--- src/rtl/axi4_mgr_pkg.sv ---
// Shared types for the AXI4 burst manager: burst/response encodings, FSM states
// and the beat-count-to-AxLEN helper.
package axi4_mgr_pkg;

    typedef enum logic [1:0] {
        BurstFixed = 2'b00,
        BurstIncr  = 2'b01,
        BurstWrap  = 2'b10
    } axi_burst_e;

    typedef enum logic [1:0] {
        RespOkay   = 2'b00,
        RespExokay = 2'b01,
        RespSlverr = 2'b10,
        RespDecerr = 2'b11
    } axi_resp_e;

    typedef enum logic [1:0] {
        WrIdle,
        WrAw,
        WrW,
        WrB
    } wr_state_t;

    typedef enum logic [1:0] {
        RdIdle,
        RdAr,
        RdR
    } rd_state_t;

    localparam int unsigned MaxBurstBeats = 256;

    // AxLEN for a request of 'count' words, capped at the largest INCR burst.
    function automatic logic [7:0] burst_len(input int unsigned count);
        if (count >= MaxBurstBeats) begin
            return 8'hFF;
        end
        return 8'(count - 1);
    endfunction

endpackage

--- src/rtl/axi4_bus_if.sv ---
// AXI4 bus bundle with manager and subordinate views.
interface axi4_bus_if #(
    parameter int unsigned ADDR_WIDTH = 32,
    parameter int unsigned DATA_WIDTH = 64,
    parameter int unsigned ID_WIDTH   = 4,
    parameter int unsigned USER_WIDTH = 1
);
    localparam int unsigned StrbWidth = DATA_WIDTH / 8;

    logic [ID_WIDTH-1:0]   aw_id;
    logic [ADDR_WIDTH-1:0] aw_addr;
    logic [7:0]            aw_len;
    logic [2:0]            aw_size;
    logic [1:0]            aw_burst;
    logic                  aw_lock;
    logic [3:0]            aw_cache;
    logic [2:0]            aw_prot;
    logic [3:0]            aw_qos;
    logic [3:0]            aw_region;
    logic [5:0]            aw_atop;
    logic [USER_WIDTH-1:0] aw_user;
    logic                  aw_valid;
    logic                  aw_ready;

    logic [DATA_WIDTH-1:0] w_data;
    logic [StrbWidth-1:0]  w_strb;
    logic                  w_last;
    logic [USER_WIDTH-1:0] w_user;
    logic                  w_valid;
    logic                  w_ready;

    logic [ID_WIDTH-1:0]   b_id;
    logic [1:0]            b_resp;
    logic [USER_WIDTH-1:0] b_user;
    logic                  b_valid;
    logic                  b_ready;

    logic [ID_WIDTH-1:0]   ar_id;
    logic [ADDR_WIDTH-1:0] ar_addr;
    logic [7:0]            ar_len;
    logic [2:0]            ar_size;
    logic [1:0]            ar_burst;
    logic                  ar_lock;
    logic [3:0]            ar_cache;
    logic [2:0]            ar_prot;
    logic [3:0]            ar_qos;
    logic [3:0]            ar_region;
    logic [USER_WIDTH-1:0] ar_user;
    logic                  ar_valid;
    logic                  ar_ready;

    logic [ID_WIDTH-1:0]   r_id;
    logic [DATA_WIDTH-1:0] r_data;
    logic [1:0]            r_resp;
    logic                  r_last;
    logic [USER_WIDTH-1:0] r_user;
    logic                  r_valid;
    logic                  r_ready;

    modport manager (
        output aw_id, aw_addr, aw_len, aw_size, aw_burst, aw_lock, aw_cache, aw_prot,
               aw_qos, aw_region, aw_atop, aw_user, aw_valid,
        input  aw_ready,
        output w_data, w_strb, w_last, w_user, w_valid,
        input  w_ready,
        input  b_id, b_resp, b_user, b_valid,
        output b_ready,
        output ar_id, ar_addr, ar_len, ar_size, ar_burst, ar_lock, ar_cache, ar_prot,
               ar_qos, ar_region, ar_user, ar_valid,
        input  ar_ready,
        input  r_id, r_data, r_resp, r_last, r_user, r_valid,
        output r_ready
    );

    modport subordinate (
        input  aw_id, aw_addr, aw_len, aw_size, aw_burst, aw_lock, aw_cache, aw_prot,
               aw_qos, aw_region, aw_atop, aw_user, aw_valid,
        output aw_ready,
        input  w_data, w_strb, w_last, w_user, w_valid,
        output w_ready,
        output b_id, b_resp, b_user, b_valid,
        input  b_ready,
        input  ar_id, ar_addr, ar_len, ar_size, ar_burst, ar_lock, ar_cache, ar_prot,
               ar_qos, ar_region, ar_user, ar_valid,
        output ar_ready,
        output r_id, r_data, r_resp, r_last, r_user, r_valid,
        input  r_ready
    );

endinterface

--- src/rtl/axi4_burst_mgr.sv ---
// AXI4 manager moving one INCR burst between local FIFOs and the bus per request.
// Write and read paths are independent FSMs sharing only the clock and reset.
module axi4_burst_mgr
    import axi4_mgr_pkg::*;
#(
    parameter int unsigned AXI_ADDR_WIDTH   = 32,
    parameter int unsigned AXI_DATA_WIDTH   = 64,
    parameter int unsigned AXI_XSIZE        = 8,
    parameter int unsigned DATA_COUNT_WIDTH = 10
) (
    input  logic                        clk_i,
    input  logic                        rst_i,
    input  logic [1:0]                  req_i,
    input  logic [AXI_ADDR_WIDTH-1:0]   axi_wr_addr_i,
    input  logic [AXI_ADDR_WIDTH-1:0]   axi_rd_addr_i,
    input  logic                        wr_fifo_gnt_i,
    input  logic                        rd_fifo_req_i,
    input  logic [AXI_DATA_WIDTH-1:0]   wr_fifo_data_i,
    input  logic [DATA_COUNT_WIDTH-1:0] wr_data_count_i,
    input  logic [DATA_COUNT_WIDTH-1:0] rd_data_count_i,
    output logic [1:0]                  busy_o,
    output logic [1:0]                  wr_err_o,
    output logic [1:0]                  rd_err_o,
    output logic                        wr_fifo_req_o,
    output logic                        rd_fifo_gnt_o,
    output logic [AXI_DATA_WIDTH-1:0]   rd_fifo_data_o,
    axi4_bus_if.manager                 axi_mgr_if
);

    localparam logic [2:0] AxSize = 3'($clog2(AXI_XSIZE));

    wr_state_t                 wr_state_q, wr_state_d;
    logic [AXI_ADDR_WIDTH-1:0] wr_addr_q, wr_addr_d;
    logic [7:0]                wr_len_q, wr_len_d;
    logic [7:0]                wr_beat_q, wr_beat_d;
    logic [1:0]                wr_err_q, wr_err_d;

    rd_state_t                 rd_state_q, rd_state_d;
    logic [AXI_ADDR_WIDTH-1:0] rd_addr_q, rd_addr_d;
    logic [7:0]                rd_len_q, rd_len_d;
    logic [1:0]                rd_err_q, rd_err_d;

    logic                      w_fire;

    always_ff @(posedge clk_i) begin
        if (rst_i) begin
            wr_state_q <= WrIdle;
            wr_addr_q  <= '0;
            wr_len_q   <= '0;
            wr_beat_q  <= '0;
            wr_err_q   <= RespOkay;
            rd_state_q <= RdIdle;
            rd_addr_q  <= '0;
            rd_len_q   <= '0;
            rd_err_q   <= RespOkay;
        end else begin
            wr_state_q <= wr_state_d;
            wr_addr_q  <= wr_addr_d;
            wr_len_q   <= wr_len_d;
            wr_beat_q  <= wr_beat_d;
            wr_err_q   <= wr_err_d;
            rd_state_q <= rd_state_d;
            rd_addr_q  <= rd_addr_d;
            rd_len_q   <= rd_len_d;
            rd_err_q   <= rd_err_d;
        end
    end

    // Write path: one AW, then len+1 W beats popped straight from the FIFO head, then B.
    always_comb begin
        wr_state_d          = wr_state_q;
        wr_addr_d           = wr_addr_q;
        wr_len_d            = wr_len_q;
        wr_beat_d           = wr_beat_q;
        wr_err_d            = wr_err_q;
        axi_mgr_if.aw_valid = 1'b0;
        axi_mgr_if.w_valid  = 1'b0;
        axi_mgr_if.w_last   = 1'b0;
        axi_mgr_if.b_ready  = 1'b0;
        w_fire              = 1'b0;
        wr_fifo_req_o       = 1'b0;

        unique case (wr_state_q)
            WrIdle: begin
                if (req_i[0] && (wr_data_count_i != '0)) begin
                    wr_addr_d  = axi_wr_addr_i;
                    wr_len_d   = burst_len(32'(wr_data_count_i));
                    wr_err_d   = RespOkay;
                    wr_state_d = WrAw;
                end
            end
            WrAw: begin
                axi_mgr_if.aw_valid = 1'b1;
                if (axi_mgr_if.aw_ready) begin
                    wr_beat_d  = '0;
                    wr_state_d = WrW;
                end
            end
            WrW: begin
                axi_mgr_if.w_valid = wr_fifo_gnt_i;
                axi_mgr_if.w_last  = (wr_beat_q == wr_len_q);
                w_fire             = wr_fifo_gnt_i && axi_mgr_if.w_ready;
                wr_fifo_req_o      = w_fire;
                if (w_fire) begin
                    if (wr_beat_q == wr_len_q) begin
                        wr_state_d = WrB;
                    end else begin
                        wr_beat_d = wr_beat_q + 8'd1;
                    end
                end
            end
            WrB: begin
                axi_mgr_if.b_ready = 1'b1;
                if (axi_mgr_if.b_valid) begin
                    wr_err_d   = axi_mgr_if.b_resp;
                    wr_state_d = WrIdle;
                end
            end
            default: wr_state_d = WrIdle;
        endcase
    end

    // Read path: r_ready follows FIFO space so every accepted beat is pushed.
    always_comb begin
        rd_state_d          = rd_state_q;
        rd_addr_d           = rd_addr_q;
        rd_len_d            = rd_len_q;
        rd_err_d            = rd_err_q;
        axi_mgr_if.ar_valid = 1'b0;
        axi_mgr_if.r_ready  = 1'b0;
        rd_fifo_gnt_o       = 1'b0;

        unique case (rd_state_q)
            RdIdle: begin
                if (req_i[1] && (rd_data_count_i != '0)) begin
                    rd_addr_d  = axi_rd_addr_i;
                    rd_len_d   = burst_len(32'(rd_data_count_i));
                    rd_err_d   = RespOkay;
                    rd_state_d = RdAr;
                end
            end
            RdAr: begin
                axi_mgr_if.ar_valid = 1'b1;
                if (axi_mgr_if.ar_ready) begin
                    rd_state_d = RdR;
                end
            end
            RdR: begin
                axi_mgr_if.r_ready = rd_fifo_req_i;
                if (axi_mgr_if.r_valid && rd_fifo_req_i) begin
                    rd_fifo_gnt_o = 1'b1;
                    if (axi_mgr_if.r_resp > rd_err_q) begin
                        rd_err_d = axi_mgr_if.r_resp;
                    end
                    if (axi_mgr_if.r_last) begin
                        rd_state_d = RdIdle;
                    end
                end
            end
            default: rd_state_d = RdIdle;
        endcase
    end

    assign axi_mgr_if.aw_id     = '0;
    assign axi_mgr_if.aw_addr   = wr_addr_q;
    assign axi_mgr_if.aw_len    = wr_len_q;
    assign axi_mgr_if.aw_size   = AxSize;
    assign axi_mgr_if.aw_burst  = BurstIncr;
    assign axi_mgr_if.aw_lock   = 1'b0;
    assign axi_mgr_if.aw_cache  = '0;
    assign axi_mgr_if.aw_prot   = '0;
    assign axi_mgr_if.aw_qos    = '0;
    assign axi_mgr_if.aw_region = '0;
    assign axi_mgr_if.aw_atop   = '0;
    assign axi_mgr_if.aw_user   = '0;

    assign axi_mgr_if.w_data    = wr_fifo_data_i;
    assign axi_mgr_if.w_strb    = '1;
    assign axi_mgr_if.w_user    = '0;

    assign axi_mgr_if.ar_id     = '0;
    assign axi_mgr_if.ar_addr   = rd_addr_q;
    assign axi_mgr_if.ar_len    = rd_len_q;
    assign axi_mgr_if.ar_size   = AxSize;
    assign axi_mgr_if.ar_burst  = BurstIncr;
    assign axi_mgr_if.ar_lock   = 1'b0;
    assign axi_mgr_if.ar_cache  = '0;
    assign axi_mgr_if.ar_prot   = '0;
    assign axi_mgr_if.ar_qos    = '0;
    assign axi_mgr_if.ar_region = '0;
    assign axi_mgr_if.ar_user   = '0;

    assign rd_fifo_data_o = axi_mgr_if.r_data;
    assign busy_o         = {rd_state_q != RdIdle, wr_state_q != WrIdle};
    assign wr_err_o       = wr_err_q;
    assign rd_err_o       = rd_err_q;

    // IDs and user bits are fixed at zero, so the returned copies carry no information.
    logic unused_rsp_fields;
    assign unused_rsp_fields = ^{axi_mgr_if.b_id, axi_mgr_if.b_user,
                                 axi_mgr_if.r_id, axi_mgr_if.r_user};

endmodule

--- src/flat_wrapper.sv ---
// flat-port wrapper written by rule: the top's interface ports become plain ports
module axi4_burst_mgr_flat import axi4_mgr_pkg::*;
#(
    parameter int unsigned AXI_ADDR_WIDTH   = 32,
    parameter int unsigned AXI_DATA_WIDTH   = 64,
    parameter int unsigned AXI_XSIZE        = 8,
    parameter int unsigned DATA_COUNT_WIDTH = 10
)
  (clk_i, rst_i, req_i, axi_wr_addr_i, axi_rd_addr_i, wr_fifo_gnt_i, rd_fifo_req_i, wr_fifo_data_i, wr_data_count_i, rd_data_count_i, busy_o, wr_err_o, rd_err_o, wr_fifo_req_o, rd_fifo_gnt_o, rd_fifo_data_o, axi_mgr_if_aw_id, axi_mgr_if_aw_addr, axi_mgr_if_aw_len, axi_mgr_if_aw_size, axi_mgr_if_aw_burst, axi_mgr_if_aw_lock, axi_mgr_if_aw_cache, axi_mgr_if_aw_prot, axi_mgr_if_aw_qos, axi_mgr_if_aw_region, axi_mgr_if_aw_atop, axi_mgr_if_aw_user, axi_mgr_if_aw_valid, axi_mgr_if_aw_ready, axi_mgr_if_w_data, axi_mgr_if_w_strb, axi_mgr_if_w_last, axi_mgr_if_w_user, axi_mgr_if_w_valid, axi_mgr_if_w_ready, axi_mgr_if_b_id, axi_mgr_if_b_resp, axi_mgr_if_b_user, axi_mgr_if_b_valid, axi_mgr_if_b_ready, axi_mgr_if_ar_id, axi_mgr_if_ar_addr, axi_mgr_if_ar_len, axi_mgr_if_ar_size, axi_mgr_if_ar_burst, axi_mgr_if_ar_lock, axi_mgr_if_ar_cache, axi_mgr_if_ar_prot, axi_mgr_if_ar_qos, axi_mgr_if_ar_region, axi_mgr_if_ar_user, axi_mgr_if_ar_valid, axi_mgr_if_ar_ready, axi_mgr_if_r_id, axi_mgr_if_r_data, axi_mgr_if_r_resp, axi_mgr_if_r_last, axi_mgr_if_r_user, axi_mgr_if_r_valid, axi_mgr_if_r_ready);
  axi4_bus_if #(.ADDR_WIDTH((32)), .DATA_WIDTH((64))) axi_mgr_if_i ();
  input  logic clk_i;
  input  logic rst_i;
  input  logic [1:0] req_i;
  input  logic [AXI_ADDR_WIDTH-1:0] axi_wr_addr_i;
  input  logic [AXI_ADDR_WIDTH-1:0] axi_rd_addr_i;
  input  logic wr_fifo_gnt_i;
  input  logic rd_fifo_req_i;
  input  logic [AXI_DATA_WIDTH-1:0] wr_fifo_data_i;
  input  logic [DATA_COUNT_WIDTH-1:0] wr_data_count_i;
  input  logic [DATA_COUNT_WIDTH-1:0] rd_data_count_i;
  output logic [1:0] busy_o;
  output logic [1:0] wr_err_o;
  output logic [1:0] rd_err_o;
  output logic wr_fifo_req_o;
  output logic rd_fifo_gnt_o;
  output logic [AXI_DATA_WIDTH-1:0] rd_fifo_data_o;
  output wire logic [$bits(axi_mgr_if_i.aw_id)-1:0] axi_mgr_if_aw_id;
  output wire logic [$bits(axi_mgr_if_i.aw_addr)-1:0] axi_mgr_if_aw_addr;
  output wire logic [$bits(axi_mgr_if_i.aw_len)-1:0] axi_mgr_if_aw_len;
  output wire logic [$bits(axi_mgr_if_i.aw_size)-1:0] axi_mgr_if_aw_size;
  output wire logic [$bits(axi_mgr_if_i.aw_burst)-1:0] axi_mgr_if_aw_burst;
  output wire logic [$bits(axi_mgr_if_i.aw_lock)-1:0] axi_mgr_if_aw_lock;
  output wire logic [$bits(axi_mgr_if_i.aw_cache)-1:0] axi_mgr_if_aw_cache;
  output wire logic [$bits(axi_mgr_if_i.aw_prot)-1:0] axi_mgr_if_aw_prot;
  output wire logic [$bits(axi_mgr_if_i.aw_qos)-1:0] axi_mgr_if_aw_qos;
  output wire logic [$bits(axi_mgr_if_i.aw_region)-1:0] axi_mgr_if_aw_region;
  output wire logic [$bits(axi_mgr_if_i.aw_atop)-1:0] axi_mgr_if_aw_atop;
  output wire logic [$bits(axi_mgr_if_i.aw_user)-1:0] axi_mgr_if_aw_user;
  output wire logic [$bits(axi_mgr_if_i.aw_valid)-1:0] axi_mgr_if_aw_valid;
  input wire logic [$bits(axi_mgr_if_i.aw_ready)-1:0] axi_mgr_if_aw_ready;
  output wire logic [$bits(axi_mgr_if_i.w_data)-1:0] axi_mgr_if_w_data;
  output wire logic [$bits(axi_mgr_if_i.w_strb)-1:0] axi_mgr_if_w_strb;
  output wire logic [$bits(axi_mgr_if_i.w_last)-1:0] axi_mgr_if_w_last;
  output wire logic [$bits(axi_mgr_if_i.w_user)-1:0] axi_mgr_if_w_user;
  output wire logic [$bits(axi_mgr_if_i.w_valid)-1:0] axi_mgr_if_w_valid;
  input wire logic [$bits(axi_mgr_if_i.w_ready)-1:0] axi_mgr_if_w_ready;
  input wire logic [$bits(axi_mgr_if_i.b_id)-1:0] axi_mgr_if_b_id;
  input wire logic [$bits(axi_mgr_if_i.b_resp)-1:0] axi_mgr_if_b_resp;
  input wire logic [$bits(axi_mgr_if_i.b_user)-1:0] axi_mgr_if_b_user;
  input wire logic [$bits(axi_mgr_if_i.b_valid)-1:0] axi_mgr_if_b_valid;
  output wire logic [$bits(axi_mgr_if_i.b_ready)-1:0] axi_mgr_if_b_ready;
  output wire logic [$bits(axi_mgr_if_i.ar_id)-1:0] axi_mgr_if_ar_id;
  output wire logic [$bits(axi_mgr_if_i.ar_addr)-1:0] axi_mgr_if_ar_addr;
  output wire logic [$bits(axi_mgr_if_i.ar_len)-1:0] axi_mgr_if_ar_len;
  output wire logic [$bits(axi_mgr_if_i.ar_size)-1:0] axi_mgr_if_ar_size;
  output wire logic [$bits(axi_mgr_if_i.ar_burst)-1:0] axi_mgr_if_ar_burst;
  output wire logic [$bits(axi_mgr_if_i.ar_lock)-1:0] axi_mgr_if_ar_lock;
  output wire logic [$bits(axi_mgr_if_i.ar_cache)-1:0] axi_mgr_if_ar_cache;
  output wire logic [$bits(axi_mgr_if_i.ar_prot)-1:0] axi_mgr_if_ar_prot;
  output wire logic [$bits(axi_mgr_if_i.ar_qos)-1:0] axi_mgr_if_ar_qos;
  output wire logic [$bits(axi_mgr_if_i.ar_region)-1:0] axi_mgr_if_ar_region;
  output wire logic [$bits(axi_mgr_if_i.ar_user)-1:0] axi_mgr_if_ar_user;
  output wire logic [$bits(axi_mgr_if_i.ar_valid)-1:0] axi_mgr_if_ar_valid;
  input wire logic [$bits(axi_mgr_if_i.ar_ready)-1:0] axi_mgr_if_ar_ready;
  input wire logic [$bits(axi_mgr_if_i.r_id)-1:0] axi_mgr_if_r_id;
  input wire logic [$bits(axi_mgr_if_i.r_data)-1:0] axi_mgr_if_r_data;
  input wire logic [$bits(axi_mgr_if_i.r_resp)-1:0] axi_mgr_if_r_resp;
  input wire logic [$bits(axi_mgr_if_i.r_last)-1:0] axi_mgr_if_r_last;
  input wire logic [$bits(axi_mgr_if_i.r_user)-1:0] axi_mgr_if_r_user;
  input wire logic [$bits(axi_mgr_if_i.r_valid)-1:0] axi_mgr_if_r_valid;
  output wire logic [$bits(axi_mgr_if_i.r_ready)-1:0] axi_mgr_if_r_ready;
  assign axi_mgr_if_aw_id = axi_mgr_if_i.aw_id;
  assign axi_mgr_if_aw_addr = axi_mgr_if_i.aw_addr;
  assign axi_mgr_if_aw_len = axi_mgr_if_i.aw_len;
  assign axi_mgr_if_aw_size = axi_mgr_if_i.aw_size;
  assign axi_mgr_if_aw_burst = axi_mgr_if_i.aw_burst;
  assign axi_mgr_if_aw_lock = axi_mgr_if_i.aw_lock;
  assign axi_mgr_if_aw_cache = axi_mgr_if_i.aw_cache;
  assign axi_mgr_if_aw_prot = axi_mgr_if_i.aw_prot;
  assign axi_mgr_if_aw_qos = axi_mgr_if_i.aw_qos;
  assign axi_mgr_if_aw_region = axi_mgr_if_i.aw_region;
  assign axi_mgr_if_aw_atop = axi_mgr_if_i.aw_atop;
  assign axi_mgr_if_aw_user = axi_mgr_if_i.aw_user;
  assign axi_mgr_if_aw_valid = axi_mgr_if_i.aw_valid;
  assign axi_mgr_if_i.aw_ready = axi_mgr_if_aw_ready;
  assign axi_mgr_if_w_data = axi_mgr_if_i.w_data;
  assign axi_mgr_if_w_strb = axi_mgr_if_i.w_strb;
  assign axi_mgr_if_w_last = axi_mgr_if_i.w_last;
  assign axi_mgr_if_w_user = axi_mgr_if_i.w_user;
  assign axi_mgr_if_w_valid = axi_mgr_if_i.w_valid;
  assign axi_mgr_if_i.w_ready = axi_mgr_if_w_ready;
  assign axi_mgr_if_i.b_id = axi_mgr_if_b_id;
  assign axi_mgr_if_i.b_resp = axi_mgr_if_b_resp;
  assign axi_mgr_if_i.b_user = axi_mgr_if_b_user;
  assign axi_mgr_if_i.b_valid = axi_mgr_if_b_valid;
  assign axi_mgr_if_b_ready = axi_mgr_if_i.b_ready;
  assign axi_mgr_if_ar_id = axi_mgr_if_i.ar_id;
  assign axi_mgr_if_ar_addr = axi_mgr_if_i.ar_addr;
  assign axi_mgr_if_ar_len = axi_mgr_if_i.ar_len;
  assign axi_mgr_if_ar_size = axi_mgr_if_i.ar_size;
  assign axi_mgr_if_ar_burst = axi_mgr_if_i.ar_burst;
  assign axi_mgr_if_ar_lock = axi_mgr_if_i.ar_lock;
  assign axi_mgr_if_ar_cache = axi_mgr_if_i.ar_cache;
  assign axi_mgr_if_ar_prot = axi_mgr_if_i.ar_prot;
  assign axi_mgr_if_ar_qos = axi_mgr_if_i.ar_qos;
  assign axi_mgr_if_ar_region = axi_mgr_if_i.ar_region;
  assign axi_mgr_if_ar_user = axi_mgr_if_i.ar_user;
  assign axi_mgr_if_ar_valid = axi_mgr_if_i.ar_valid;
  assign axi_mgr_if_i.ar_ready = axi_mgr_if_ar_ready;
  assign axi_mgr_if_i.r_id = axi_mgr_if_r_id;
  assign axi_mgr_if_i.r_data = axi_mgr_if_r_data;
  assign axi_mgr_if_i.r_resp = axi_mgr_if_r_resp;
  assign axi_mgr_if_i.r_last = axi_mgr_if_r_last;
  assign axi_mgr_if_i.r_user = axi_mgr_if_r_user;
  assign axi_mgr_if_i.r_valid = axi_mgr_if_r_valid;
  assign axi_mgr_if_r_ready = axi_mgr_if_i.r_ready;
  axi4_burst_mgr #(.AXI_ADDR_WIDTH(AXI_ADDR_WIDTH), .AXI_DATA_WIDTH(AXI_DATA_WIDTH), .AXI_XSIZE(AXI_XSIZE), .DATA_COUNT_WIDTH(DATA_COUNT_WIDTH)) u_core (.clk_i(clk_i), .rst_i(rst_i), .req_i(req_i), .axi_wr_addr_i(axi_wr_addr_i), .axi_rd_addr_i(axi_rd_addr_i), .wr_fifo_gnt_i(wr_fifo_gnt_i), .rd_fifo_req_i(rd_fifo_req_i), .wr_fifo_data_i(wr_fifo_data_i), .wr_data_count_i(wr_data_count_i), .rd_data_count_i(rd_data_count_i), .busy_o(busy_o), .wr_err_o(wr_err_o), .rd_err_o(rd_err_o), .wr_fifo_req_o(wr_fifo_req_o), .rd_fifo_gnt_o(rd_fifo_gnt_o), .rd_fifo_data_o(rd_fifo_data_o), .axi_mgr_if(axi_mgr_if_i));
endmodule
--- config.mk ---
export PLATFORM = sky130hd
export DESIGN_NAME = axi4_burst_mgr_flat
export DESIGN_NICKNAME = d
export VERILOG_FILES = /design/src/rtl/axi4_mgr_pkg.sv /design/src/rtl/axi4_bus_if.sv /design/src/rtl/axi4_burst_mgr.sv /design/src/flat_wrapper.sv
export SDC_FILE = /design/constraint.sdc
export NUM_CORES = 1
export LEC_CHECK = 0
export BUFFER_PORTS_ARGS = -buffer_cell sky130_fd_sc_hd__clkbuf_2
export CAP_MARGIN = 20
export CORE_AREA = 2 2 202 204
export CTS_CLUSTER_SIZE = 14
export DETAILED_ROUTE_END_ITERATION = 7
export DIE_AREA = 0 0 204 206
export PLACE_DENSITY = 0.37
export SLEW_MARGIN = 30
export SYNTH_ARGS = -nofsm -noshare
export SYNTH_HDL_FRONTEND = slang
export SYNTH_SLANG_ARGS = --single-unit
--- constraint.sdc ---
create_clock -name clk_i -period 4.55 [get_ports clk_i]
set_input_delay 0.455 -clock clk_i [delete_from_list [all_inputs] [get_ports clk_i]]
set_output_delay 0.455 -clock clk_i [all_outputs]
set_load 0.01 [all_outputs]
==> flow_summary.ini, run 1 <==
[run]
max_cap_viol_count = 0

[placement]
io_buffers = 193
gp_congestion = 0.688
dp_slack_ns = 1.76
dpl.hpwl_mm = 13.0

[route]
first_iter_violations = 135
first_pass_iters = 4
drc = 0
ant_nets = 0
via_count = 4430
routed_wl_mm = 17.1
wl_per_cell_um = 13.2
vias_per_cell = 3.43

[setup_path]
r2r-start = u_core.wr_state_q[0]
regToRegEndpoint = u_core.wr_beat_q[7]
critPathKind = reg -> out
cp.depth = 5
worstPathCellList = xor2_1 -> nor4_2 -> nand2_2 -> nor2_1 -> clkbuf_2
required_ns = 4.09
critPathTopFamily = simple AND/OR/NAND/NOR gates
reg2regPathDepth = 7
cp-end-kind = output pin
critical_path_buf_inv_count = 1
arrival_ns = 1.92
start_kind = flip-flop
cp_max_fo = 5
critical-path-max-stage-delay_ns = 0.55
slowest_stage = nor4_2
rrSetupSlack_ns = 2.45

[synth]
syn_avg_cell_area_um2 = 8.01
yosysMostFrequentCell = buf_4
synthFlopType = dfxtp_1
synth_warnings = 0
synthTopCellsByCount = buf_4, nand2_1, dfxtp_1
syn_area_um2 = 5630
post_synth_num_cell_types = 49
synth-edff-count = 0
synth_top_area_share_pct = 34.1
synth-seq-cells = 96
synth_cells = 703
yosysTopAreaCell = dfxtp_1
synthArstFlopShare_pct = 0
yosysSeqAreaShare_pct = 34.1
synth_area_leaders = dfxtp_1, buf_4, nand2_1, a21oi_1, ha_1

[sta]
layout_min_cycle_time_ns = 2.38
rsz0062_at_grt = false
fin_crit_sh_pct = 52.2
hold_slack_ns = 0.297
hold_viol = 0
setup_violations = 0
tightest_slew_ns = 0.750
slew_headroom_pct = 49.8
fmax_mhz = 421
fin_skew_ns = 0.00816
setup_ws_ns = 2.17
slew_viol_final = 0
fin_setup_tns_ns = 0

[power]
p_switching_uw = 902
p_sw_share_pct = 34.9
combPwrFrac_pct = 27.4
peakVddDrop_mv = 0.178
power_leakage_uw = 0.00282
p_per_area_nw_per_um2 = 411
clockPowerShare_pct = 33.8
power_frac_seq_pct = 38.8
internal-power_uw = 1680

[hold_path]
holdCritPathClass = in -> reg
hp-start = axi_rd_addr_i[18]
whs_path_depth = 3
whs_endpoint = u_core.axi_mgr_if.ar_addr[18]

[die]
dieArea_um2 = 42000
start_util_pct = 14.0
core_area_um2 = 40200
die_w_um = 204
io_pins = 527
fp-row-count = 74
fp.dieH_um = 206

[cts]
htree_levels = 3
post_cts_buffers = 0
numCtsBuffers = 9
cts_hold_buffers = 0
cts.sinks = 96
clk_pin_slew_worst_paths_ns = 0.08
clk-insertion-delay-late_ns = 0.37
cts_root_buf = clkbuf_16
ctsResizeCount = 0
clockBufferDepth = 2
cts_tree = yes

[global_route]
grt_overflow = 0
grt_util_met1_pct = 8.65
grt_use_met3_pct = 3.66
grtUsageMet2_pct = 12.6
antenna_found_initial = 1
grt_start_max_net_pins = 51
grt_first_pass_wirelength_mm = 24.6
grt_most_used_layer = met2
grt_pass1_vias = 4100
grt.total_usage_pct = 7.95

[status]
status = complete, no violations

[layout]
drive_gt1_share_pct = 30.3
fillers = 4691
multi_input_area_um2 = 2310
regArea_um2 = 1920
synthToLayoutAreaGrowth_pct = 11.6
finalNetCount = 1004
how the worst max path moves through the flow:
stage | start | end
5_1_grt | u_core.wr_beat_q[0] | axi_mgr_if_w_last
2_1_floorplan | rd_data_count_i[0] | u_core.rd_err_o[0]
3_3_place_gp | wr_data_count_i[0] | u_core.axi_mgr_if.aw_len[1]
4_1_cts | u_core.wr_beat_q[0] | axi_mgr_if_w_last
6_report | u_core.wr_beat_q[0] | axi_mgr_if_w_last
3_5_place_dp | wr_data_count_i[0] | u_core.axi_mgr_if.aw_len[5]
tightest hold or removal path, delay by kind of cell:
family,cells,cell delay (ns)
buffers and inverters,1,0.08
AOI/OAI and AO/OA,1,0.05
and+or+nand+nor,1,0.04
registers in the layout (all words and copies together) (netlist names):
signal,cells
u_core.axi_mgr_if.aw_len,8
u_core.axi_mgr_if.ar_len,8
u_core.wr_state_q,2
u_core.wr_err_o,2
u_core.rd_err_o,2
u_core.rd_state_q,2
u_core.wr_beat_q,8
u_core.axi_mgr_if.ar_addr,32
u_core.axi_mgr_if.aw_addr,32
layout make-up:
cell class	count	share of cell area (%)
Timing Repair Buffer	197	15.9
Antenna cell	1	0.0398
Clock inverter	7	1.63
Sequential cell	96	30.6
Multi-Input combinational cell	436	36.8
Clock buffer	9	3.58
Inverter	14	0.836
Tap cell	532	10.6
logic make-up after synthesis:
kind of cell | synth area share, %
flip-flops | 34.1
XOR/XNOR | 3.11
buffers and inverters | 29.3
AO/OA/AOI/OAI | 12.8
adder cells (fa/ha/maj) | 2.67
other | 0.133
AND/OR/NAND/NOR | 17.1
multiplexers | 0.733
per-stage QoR:
stage          power, µW  util [%]  area [µm²]  instances
2_1_floorplan       1630         -        5880        768
3_3_place_gp        1750      14.8        5950       1275
3_5_place_dp        1750      14.8        5950       1275
4_1_cts             2670      15.6        6280       1291
5_1_grt             2800      15.6        6280       1291
6_report            2590      15.6        6280       1292
power by group through the flow:
stage,registers (µW),clock network (µW),logic [µW]
finish,1000,874,709
detailed placement,1030,0,726
global route,1020,974,804
global placement,1020,0,726
floorplan,1050,0,578
CTS,1010,938,727
placed cells by master, fill, tap and decap left out, types with 5 or more instances in the layout:
master     count
dfxtp_1       96
nand2_1      146
a21oi_1       70
buf_4          5
conb_1        67
clkbuf_2     192
nor2_1        33
xnor2_1        8
and2_1         5
inv_1         13
a311oi_1      16
ha_1          12
o21ai_0        5
clkbuf_16      9
xor2_1        12
metal layers:
metal	up-vias	part of all wire [%]
li1	2147	-
met1	2003	39
met2	212	47
met3	66	9.1
met4	2	3.9
met5	-	0.094
Power figures use the tool's default switching activity.
==> run 2: changes to the inputs <==
- ABC_AREA: unset -> 1
- CORE_AREA: 2 2 202 204 -> 2 2 204 206
- DIE_AREA: 0 0 204 206 -> 0 0 206 208
- PLACE_DENSITY: 0.37 -> 0.38
- clock period: 4.55 -> 1.96 ns (I/O delays scaled with it)
==> run 2 against run 1 <==
Total power grew to 2.6 times the previous value. Sequential share of layout area is 1.0 points lower. Hold slack worse by 0.26 ns. Register-to-register slack worse by 2.2 ns. Critical path depth is 2 higher. Synthesized cell count is 11% higher. Design area is 3.4% higher.
==> flow_summary.ini, run 2 <==
[status]
status = complete, no violations

[synth]
synth_top_area_share_pct = 33.4
synth_warnings = 0
synth_area_leaders = dfxtp_1, buf_4, nor2_1, o21ai_0, nand2_1
yosysTopAreaCell = dfxtp_1
syn_avg_cell_area_um2 = 7.39
synthArstFlopShare_pct = 0
synth-seq-cells = 96
synthTopCellsByCount = buf_4, nor2_1, dfxtp_1
synth-edff-count = 0
yosysMostFrequentCell = buf_4
post_synth_num_cell_types = 36
synthFlopType = dfxtp_1
yosysSeqAreaShare_pct = 33.4
synth_cells = 778
syn_area_um2 = 5750

[setup_path]
worstPathCellList = xnor2_1 -> nand2_1 -> nor2_2 -> buf_4 -> nand3_2 -> inv_1 -> clkbuf_2
critPathTopFamily = flip-flops
cp-end-kind = output pin
critPathKind = reg -> out
crit_path_end = axi_mgr_if_w_last
critical_path_buf_inv_count = 3
crit_start = u_core.axi_mgr_if.aw_len[1]
required_ns = 1.76
r2r-start = u_core.wr_state_q[0]
arrival_ns = 1.58
cp_max_fo = 3
critical-path-max-stage-delay_ns = 0.41
start_kind = flip-flop
slowest_stage = dfxtp_1
reg2regPathDepth = 9
rrSetupSlack_ns = 0.29
cp.depth = 7
regToRegEndpoint = u_core.wr_beat_q[0]

[route]
drc = 0
first_pass_iters = 4
first_iter_violations = 158
routed_wl_mm = 19.8
ant_nets = 0
via_count = 4665
vias_per_cell = 3.38
wl_per_cell_um = 14.3

[global_route]
grt_start_max_net_pins = 77
grt_pass1_vias = 4474
grt_overflow = 0
antenna_found_initial = 0
grt.total_usage_pct = 8.97
grt_first_pass_wirelength_mm = 28.4

[die]
die_w_um = 206
core_area_um2 = 40600
io_pins = 527
fp.dieH_um = 208
dieArea_um2 = 42800
start_util_pct = 14.2
fp-row-count = 74

[layout]
diodes = 0
fillers = 4707
final_cell_mix = clkbuf_2, nor2_1, dfxtp_1
synthToLayoutAreaGrowth_pct = 13.0
finalNetCount = 1095
mostFrequentLayoutCell = clkbuf_2
drive_gt1_share_pct = 30.5
final_util_pct = 16.0

[sta]
fin_skew_ns = 0.00622
setup_violations = 0
hold_slack_ns = 0.0394
slew_viol_final = 0
rsz0062_at_grt = false
fin_crit_sh_pct = 90.4
fmax_mhz = 564
layout_min_cycle_time_ns = 1.77
hold_viol = 0
fin_setup_tns_ns = 0

[cts]
cts.sinks = 96
htree_levels = 3
numCtsBuffers = 9
cts_tree = yes
cts_hold_buffers = 0
clk-insertion-delay-late_ns = 0.35
clockBufferDepth = 2
clk_pin_slew_worst_paths_ns = 0.07
cts_root_buf = clkbuf_16

[placement]
dpl.hpwl_mm = 16.1
gp_congestion = 0.745
io_buffers = 193

[hold_path]
holdCritPathClass = in -> reg

[power]
peakVddDrop_mv = 0.355
power_leakage_uw = 0.00318
p_per_area_nw_per_um2 = 1020

[run]
max_cap_viol_count = 0
[run 2: repair_timing]
item	in CTS	in global routing
endpoints found under the setup margin	1	6
buffers inserted	0	1
resized for setup	1	2
pin swaps	0	1
[run 2: logic make-up (layout without fill, tap and decap cells)]
family          count (synthesis)  in the layout  share of synthesized area (%)
other cells                     2             67                          0.131
flops                          96             96                           33.4
compound gates                119            119                           10.6
fa+ha+maj                      12             12                           2.61
buf+inv                       271            278                           31.6
simple gates                  265            265                           19.6
xor+xnor                       13             13                           1.98
[run 2: per-stage QoR]
step	total power (µW)	std cells	instance area, µm²	worst slack [ns]
after CTS	6790	1381	6490	0.0183
after global routing	7140	1382	6500	0.00691
after global placement	4770	1365	6170	0.169
after detailed placement	4780	1365	6170	0.188
final	6610	1382	6500	0.188
after floorplan	4130	843	5990	0.494
[run 2: report_power, final]
| part | total (µW) | internal, µW | leakage [µW] | switching [µW] |
|---|---|---|---|---|
| logic | 2160 | 808 | 0.00223 | 1350 |
| clock network | 1930 | 1070 | 0.000152 | 856 |
| registers | 2530 | 2310 | 0.000794 | 217 |
| total | 6610 | 4190 | 0.00318 | 2420 |
[run 2: how the worst min path moves through the flow]
| stage | from | to | cells after the start |
|---|---|---|---|
| after floorplan | rst_i | u_core.wr_beat_q[2] | 1 |
| after global placement | wr_fifo_data_i[16] | axi_mgr_if_w_data[16] | 0 |
| after detailed placement | wr_fifo_data_i[16] | axi_mgr_if_w_data[16] | 0 |
| after CTS | wr_data_count_i[0] | u_core.axi_mgr_if.aw_len[0] | 2 |
| after global routing | wr_data_count_i[0] | u_core.axi_mgr_if.aw_len[0] | 2 |
| final | wr_data_count_i[0] | u_core.axi_mgr_if.aw_len[0] | 2 |
[run 2: metal layers]
| layer | vias up | part of all wire [%] | wire length (µm) | GRT usage (%) |
|---|---|---|---|---|
| li1 | 2314 | - | - | - |
| met1 | 2043 | 35 | 6970 | 9.05 |
| met2 | 247 | 48 | 9570 | 15.0 |
| met3 | 61 | 12 | 2300 | 4.39 |
| met4 | 0 | 4.9 | 970 | 4.83 |
| met5 | - | 0 | 0 | 0.461 |
[run 2: layout make-up]
| type | count | area, µm² | area share, % |
|---|---|---|---|
| clock buffer | 11 | 253 | 3.89 |
| clock inverter | 5 | 63.8 | 0.982 |
| inverter | 52 | 200 | 3.08 |
| multi-input combinational | 476 | 2260 | 34.8 |
| sequential | 96 | 1920 | 29.6 |
| tap | 532 | 666 | 10.2 |
| timing repair buffer | 210 | 1130 | 17.4 |
